$ cat src/rtl/ifmaps_feeder.sv
// ifmaps_feeder: turns a stream of ifmap rows into a sliding window of k
// consecutive rows (k = clamped kernel_size, 1..5) for a MAC array.
//   clk, rst_n          : clock, synchronous active-low reset
//   start               : frame start pulse (honoured only in IDLE)
//   kernel_size         : window height, 0 or >5 means 5
//   row_total           : rows N in the frame
//   row_in/_valid/_ready: upstream row handshake, bit i = lane i
//   mac_ready           : MAC array consumes the presented window
//   ifmaps_from_fifo    : window, bit idx*5+r = row r (0 = oldest) of lane idx
//   ifmaps_input_valid  : window valid
//   load_ifmaps         : first window of the frame is being presented
//   busy, done          : frame in progress / one-cycle end-of-frame pulse
module ifmaps_feeder #(
  parameter int MAC_NUM = 256
) (
  input  logic                 clk,
  input  logic                 rst_n,
  input  logic                 start,
  input  logic [4:0]           kernel_size,
  input  logic [9:0]           row_total,
  input  logic [MAC_NUM-1:0]   row_in,
  input  logic                 row_in_valid,
  output logic                 row_in_ready,
  input  logic                 mac_ready,
  output logic [5*MAC_NUM-1:0] ifmaps_from_fifo,
  output logic                 ifmaps_input_valid,
  output logic                 load_ifmaps,
  output logic                 busy,
  output logic                 done
);

  typedef enum logic [1:0] {IDLE, FILL, STREAM, DRAIN} state_t;

  state_t             state_q, state_d;
  logic [2:0]         k_q, k_d;
  logic [9:0]         n_q, n_d;
  logic [9:0]         cnt_q, cnt_d;
  logic [MAC_NUM-1:0] win_q [5];
  logic [MAC_NUM-1:0] win_d [5];
  logic               valid_q, valid_d;
  logic               load_q, load_d;
  logic               done_q, done_d;

  logic [2:0]         k_clamp;
  logic               xfer;
  logic [9:0]         cnt_inc;
  logic [9:0]         k_ext;
  logic [MAC_NUM-1:0] ext [6];
  logic [MAC_NUM-1:0] shifted [5];

  always_comb begin
    if (kernel_size == 5'd0 || kernel_size > 5'd5) k_clamp = 3'd5;
    else                                           k_clamp = kernel_size[2:0];
  end

  always_comb begin
    row_in_ready = 1'b0;
    case (state_q)
      FILL:    row_in_ready = 1'b1;
      STREAM:  row_in_ready = ~valid_q | mac_ready;
      default: row_in_ready = 1'b0;
    endcase
  end

  assign xfer    = row_in_valid & row_in_ready;
  assign cnt_inc = cnt_q + 10'd1;
  assign k_ext   = {7'd0, k_q};

  // Only rows 0..k-1 shift; row k-1 takes the new row. Rows >= k were
  // cleared at start and are never written, so they stay zero.
  always_comb begin
    for (int unsigned r = 0; r < 5; r++) ext[r] = win_q[r];
    ext[5] = '0;
    for (int unsigned r = 0; r < 5; r++) begin
      if (r + 1 < 32'(k_q))       shifted[r] = ext[r+1];
      else if (r + 1 == 32'(k_q)) shifted[r] = row_in;
      else                        shifted[r] = win_q[r];
    end
  end

  always_comb begin
    state_d = state_q;
    k_d     = k_q;
    n_d     = n_q;
    cnt_d   = cnt_q;
    win_d   = win_q;
    valid_d = valid_q;
    load_d  = load_q;
    done_d  = 1'b0;
    case (state_q)
      IDLE: begin
        if (start) begin
          if (row_total < {7'd0, k_clamp}) begin
            done_d = 1'b1;
          end else begin
            k_d     = k_clamp;
            n_d     = row_total;
            cnt_d   = '0;
            win_d   = '{default: '0};
            valid_d = 1'b0;
            load_d  = 1'b0;
            state_d = (k_clamp == 3'd1) ? STREAM : FILL;
          end
        end
      end
      FILL: begin
        if (xfer) begin
          win_d = shifted;
          cnt_d = cnt_inc;
          if (cnt_inc == k_ext - 10'd1) state_d = STREAM;
        end
      end
      STREAM: begin
        if (xfer) begin
          win_d   = shifted;
          cnt_d   = cnt_inc;
          valid_d = 1'b1;
          load_d  = (cnt_inc == k_ext);
          if (cnt_inc == n_q) state_d = DRAIN;
        end else if (mac_ready) begin
          valid_d = 1'b0;
          load_d  = 1'b0;
        end
      end
      DRAIN: begin
        if (valid_q && mac_ready) begin
          valid_d = 1'b0;
          load_d  = 1'b0;
          done_d  = 1'b1;
          state_d = IDLE;
        end
      end
      default: state_d = IDLE;
    endcase
  end

  always_ff @(posedge clk) begin
    if (!rst_n) begin
      state_q <= IDLE;
      k_q     <= '0;
      n_q     <= '0;
      cnt_q   <= '0;
      win_q   <= '{default: '0};
      valid_q <= 1'b0;
      load_q  <= 1'b0;
      done_q  <= 1'b0;
    end else begin
      state_q <= state_d;
      k_q     <= k_d;
      n_q     <= n_d;
      cnt_q   <= cnt_d;
      win_q   <= win_d;
      valid_q <= valid_d;
      load_q  <= load_d;
      done_q  <= done_d;
    end
  end

  always_comb begin
    ifmaps_from_fifo = '0;
    for (int unsigned idx = 0; idx < MAC_NUM; idx++)
      for (int unsigned r = 0; r < 5; r++)
        ifmaps_from_fifo[idx*5+r] = win_q[r][idx];
  end

  assign ifmaps_input_valid = valid_q;
  assign load_ifmaps        = load_q;
  assign busy               = (state_q != IDLE);
  assign done               = done_q;

endmodule

$ cat config.mk
export PLATFORM = sky130hd
export DESIGN_NAME = ifmaps_feeder
export DESIGN_NICKNAME = d
export VERILOG_FILES = /design/src/rtl/ifmaps_feeder.sv
export SDC_FILE = /design/constraint.sdc
export NUM_CORES = 2
export LEC_CHECK = 0
export CORE_AREA = 2 2 602 604
export DETAILED_ROUTE_END_ITERATION = 6
export DIE_AREA = 0 0 604 606
export PLACE_DENSITY_LB_ADDON = 0.1
export SYNTH_ARGS = -nofsm -noshare
export SYNTH_HDL_FRONTEND = slang
export SYNTH_SLANG_ARGS = --single-unit
$ cat constraint.sdc
create_clock -name clk -period 2.6 [get_ports clk]
set_clock_uncertainty 0.2 [all_clocks]
set_input_delay 0.39 -clock clk [delete_from_list [all_inputs] [get_ports clk]]
set_output_delay 0.39 -clock clk [all_outputs]
set_load 0.1 [all_outputs]
# ---- Yosys cells after proc, flatten, opt, wreduce, memory -nomap -nowiden
# Index checks and enable logic that the tools add are counted.
# W data, S select, Z words.
dict set report word_totals {
  reg_bits 1308
  in_bits 276
  output_inout_bits 1285
  word_cells 109
}
dict set report classes {
  addsub 2
  n_lt_le_gt_ge 7
  eq_ne 26
  mux 41
  n_bitwise 4
  reduce_logical 17
}
# op n
set ops {}
lappend ops {{$mux W1280} 3}
lappend ops {{$mux W256} 10}
lappend ops {{$pmux W1280 S2} 1}
lappend ops {{$mux W10} 3}
lappend ops {{$reduce_and A5 Y1} 6}
lappend ops {{$eq A10 B10 Y1} 2}
lappend ops {{$pmux W10 S2} 1}
lappend ops {{$mux W2} 8}
lappend ops {{$ne A3 B1 Y1 const B} 5}
lappend ops {{$ne A2 B2 Y1 const B} 7}
lappend ops {{$add A10 B1 Y10 const B} 1}
lappend ops {{$eq A10 B3 Y1} 1}
lappend ops {{$lt A10 B3 Y1} 1}
lappend ops {{$mux W1} 9}
lappend ops {{$pmux W2 S4} 1}
lappend ops {{$reduce_and A7 Y1} 1}
lappend ops {{$eq A2 B3 Y1 const A} 2}
lappend ops {{$eq A3 B3 Y1 const A} 2}
lappend ops {{$lt A2 B3 Y1 const A} 2}
lappend ops {{$lt A3 B3 Y1 const A} 2}
lappend ops {{$pmux W1 S3} 2}
lappend ops {{$gt A5 B3 Y1 const B} 1}
lappend ops {{$logic_not A5 Y1} 1}
lappend ops {{$eq A2 B2 Y1 const B} 2}
lappend ops {{other kinds (20)} 23}

# ---- Longest topological paths before layout
dict set report depth {
  ltp_word 8
  mapped_depth 11
}

# ---- Worst setup path after synthesis
# No wires, ideal clock.
dict set report synth_path {
  path_type {register to output}
  from {register state_q[0]}
  to {output row_in_ready}
  t_arrival_ps 2281
  required_time_ps 2010
  slack_ps -271
  stages_incl_launch_ff 6
  n_path_buf 1
  cell_sequence {dfxtp_1 > inv_1 > ha_1 > clkbuf_1 > inv_1 > nor2_1}
}
dict set report synth_via {
  elab_chain_len 2
}
# element line_no
set synth_rtl {}
lappend synth_rtl {{from (decl)} 34} ;# state_t state_q, state_d;
lappend synth_rtl {{from (signal assigned)} 148} ;# state_q <= state_d;
lappend synth_rtl {{$eq A2 B2 Y1 / $eq A2 B1 Y1 (equally long branches)} 58} ;# case (state_q)
lappend synth_rtl {{$pmux W1 S2 (*)} 58}
lappend synth_rtl {{to (decl)} 23} ;# output logic row_in_ready,
# Every way passes the cells marked *; elsewhere a longest branch is shown, timed or not.

# ---- Final worst setup path
dict set report layout_path {
  from {register cnt_q[1]}
  to {register state_q[1]}
}
dict set report layout_via {
  elab_chain_len 4
}
# element line_no
set layout_rtl {}
lappend layout_rtl {{from (decl)} 37} ;# logic [9:0] cnt_q, cnt_d;
lappend layout_rtl {{from (signal assigned)} 151} ;# cnt_q <= cnt_d;
lappend layout_rtl {{$add A10 B1 Y10 (*)} 66} ;# assign cnt_inc = cnt_q + 10'd1;
lappend layout_rtl {{$eq A10 B10 Y1, on equally long branches} {119, 110}}
lappend layout_rtl {{$ne A2 B2 Y1 (no line)} --}
lappend layout_rtl {{$reduce_and A7 Y1 (no line) (*)} --}
# Marks and branches as above.
# A chain may end at the register's enable or synchronous reset.

==> summary.txt <==
Status: complete, but fails checks
Failing checks: negative setup slack
Pins over their slew limit: 0
Power Density: 1270 nW/um^2
Worst setup margin: -0.205 ns
Yosys warnings: 0
Peak VDD IR: 0.488 mV
Final instance area: 93600 um^2
R2R setup slack: -0.21 ns
CP max-delay cell: or4b_4
Hpwl dp: 275000 um
Final setup violation count: 228
Setup TNS: -9.80 ns
Die W: 604 um
Routability cong.: 0.834
Row cnt: 221
Slew headroom: 35.6%
CP max stage delay: 0.50 ns
CP Data Required Time: 3.15 ns
Yosys reg bits: 1308
Area leader, netlist: dfxtp_1
Worst Path Arrival: 3.36 ns
P&R area growth vs syn: 46.1%
Worst-Margin Slew: 0.965 ns
WP buf/inv: 0
Hold Crit Class: in -> reg
Total power: 0.119 W
Synth Instances: 6965
Number of clock sinks: 1308
Vias in the first global route: 57007
Maxcap violations: 0
Drt wl/cell: 27.0 um
Die Y: 606 um
Largest net degree at the start of global routing: 143
Sequential-to-total area share from yosys stat: 40.9%
Leading post-synthesis cells by cell area: dfxtp_1 41%, mux2i_1 20%, mux2_2 18%
EDFF count, synth: 0
Area share of the largest cell type after synthesis: 40.9%
CP startpoint kind: flop
Post-route DRC violation count: 0
Final period util: 108%
Mean Syn Cell Area: 9.20 um^2
All-Layer GR Usage: 18.9%
First-pass GRT wire length: 493000 um
Main synth FF type: dfxtp_1
DP Worst Slack: -1.09 ns
R2R cell count: 7
Crit path max-delay family: simple AND/OR/NAND/NOR gates
RSZ-0062 raised after global routing: yes
Post-synthesis cell area: 64100 um^2
Setup CP Type: reg -> reg
Cell leakage power: 41.5 nW
Reg2reg start: cnt_q[1]
Worst Hold Slack: 0.0802 ns
Hold path cells: 3
Final global-route overflow total: 0
Drt total wl: 370000 um
Cell variety after synth: 58
I/O Buffers: 1560
CTS H-tree depth: 4
CP max FO: 4
Maximum clock path buffer count: 4
Post-route ant nets: 0
Final #Nets: 9021
Die area: 366000 um^2
Hold Vio Cnt, Final: 0
CTS tree: built
Initial cell density of the core: 17.8%
IO Pins: 1561
CTS Root Cell: clkbuf_16
Post-layout min period: 2.81 ns
Vias per cell: 4.18
Worst Setup End Kind: flop
Clk_lat worst skew: 0.89 ns
1st-pass router iterations: 5
Core Region: 360000 um^2
Detailed Route Iter0 Violations: 2863
Detailed-route via count: 57130
Area after DPL: 84900 um^2
Worst-path cell chain: nand4_1, or4_1, a32o_1, or4b_4, o41ai_4, and4bb_2, mux2i_1
Share of layout cells above drive strength 1: 34.7%
Hold Startpoint: row_in[39]
Clock slew seen by the registers of the worst setup and hold paths: 0.05 ns
Worst hold endpoint: ifmaps_from_fifo[199]
Fmax: 0.356 GHz
Net count after synthesis: 7253
Post-synth top cells: 2585 x nand2_1, 1308 x dfxtp_1, 1296 x mux2i_1, 1024 x mux2_2, 392 x clkbuf_1
R2R Path End: state_q[1]
Count leader, synth: nand2_1
FFs w/ async S/R, synth: 0%
Initial antenna violation count: 73
CTS Buf Count: 183
sequential cells by signal, summed over array words and instances, names as in the netlist:
name,count
cnt_q,10
done,1
ifmaps_from_fifo,1280
ifmaps_input_valid,1
k_q,3
load_ifmaps,1
n_q,10
state_q,2
routing by layer:
metal	vias up	track usage, %	part of all wire [%]
met3	406	4.55	5.8
met5	-	0	0.021
met2	1414	33.0	49
met4	12	5.29	3.1
li1	26932	-	-
met1	28366	22.9	42
logic make-up (layout without fill, tap and decap cells):
kind of cell | count (synthesis) | count (layout) | synth area share (%)
compound gates | 64 | 64 | 0.736
xor+xnor | 14 | 14 | 0.234
fa+ha+maj | 12 | 12 | 0.234
buf+inv | 575 | 2478 | 3.67
flops | 1308 | 1308 | 40.9
mux | 2321 | 2321 | 38.3
other cells | 0 | 20 | 0
simple gates | 2671 | 2671 | 16.0
worst max-delay path by stage:
stage	startpoint	end	slack [ns]	cells after the start
floorplan	state_q[0]	row_in_ready	-0.27	5
global placement	kernel_size[4]	ifmaps_from_fifo[796]	-1.20	14
detailed placement	kernel_size[4]	ifmaps_from_fifo[1276]	-1.09	14
CTS	state_q[0]	row_in_ready	-0.28	8
global route	state_q[1]	row_in_ready	-0.30	8
finish	cnt_q[1]	state_q[1]	-0.21	7
cell usage in the layout (no fill, tap or decap), types with 7 or more instances in the layout:
master / netlist / final
diode_2: 0 / 20
buf_16: 0 / 21
nand3_1: 12 / 8
buf_12: 0 / 138
inv_1: 17 / 13
dlygate4sd3_1: 0 / 118
nand4_1: 7 / 7
buf_4: 0 / 1549
nor2b_1: 13 / 13
ha_1: 12 / 7
mux2i_1: 1296 / 1294
clkinv_2: 0 / 24
mux2_2: 1024 / 1024
clkbuf_16: 0 / 210
buf_6: 2 / 10
xnor2_1: 7 / 7
clkdlybuf4s50_1: 0 / 271
nor3_1: 8 / 7
o211ai_1: 8 / 8
clkbuf_1: 392 / 53
dfxtp_1: 1308 / 1301
clkbuf_8: 0 / 43
nand2_1: 2585 / 2585
worst min-delay path, stage by stage:
cell	delay, ns
clkdlybuf4s50_1	0.53
nand2_1	0.11
mux2i_1	0.05
power breakdown:
part / leakage (nW) / switching [W] / internal, W / total (W)
Clock: 2.89 / 0.0106 / 0.0148 / 0.0254
Sequential: 10.6 / 0.00293 / 0.0230 / 0.0259
Combinational: 28.1 / 0.0452 / 0.0226 / 0.0678
layout make-up:
| class | instances | area, um^2 |
|---|---|---|
| repair buffers | 2141 | 19700 |
| multi-input cells | 5082 | 35700 |
| diodes | 20 | 50.0 |
| flip-flops and latches | 1308 | 26200 |
| clock buffers | 281 | 5420 |
| inverters | 17 | 75.1 |
| clock inverters | 39 | 448 |
| fillers | 38855 | 267000 |
| well taps | 4794 | 6000 |
per-stage QoR:
step | instances | utilization [%]
after global placement | 13145 | 23.6
after CTS | 13603 | 25.6
after floorplan | 6965 | -
final | 13682 | 26.0
after global routing | 13670 | 26.0
after detailed placement | 13145 | 23.6
timing repair:
action                                  CTS  global route
gates resized for setup                  42            55
buffers inserted                         17            35
endpoints found under the hold margin   143             0
cloned                                    3            26
endpoints found under the setup margin  265           616
hold buffers                            118             0
pin swaps                                 5             3
(Power assumes the default switching activity.)
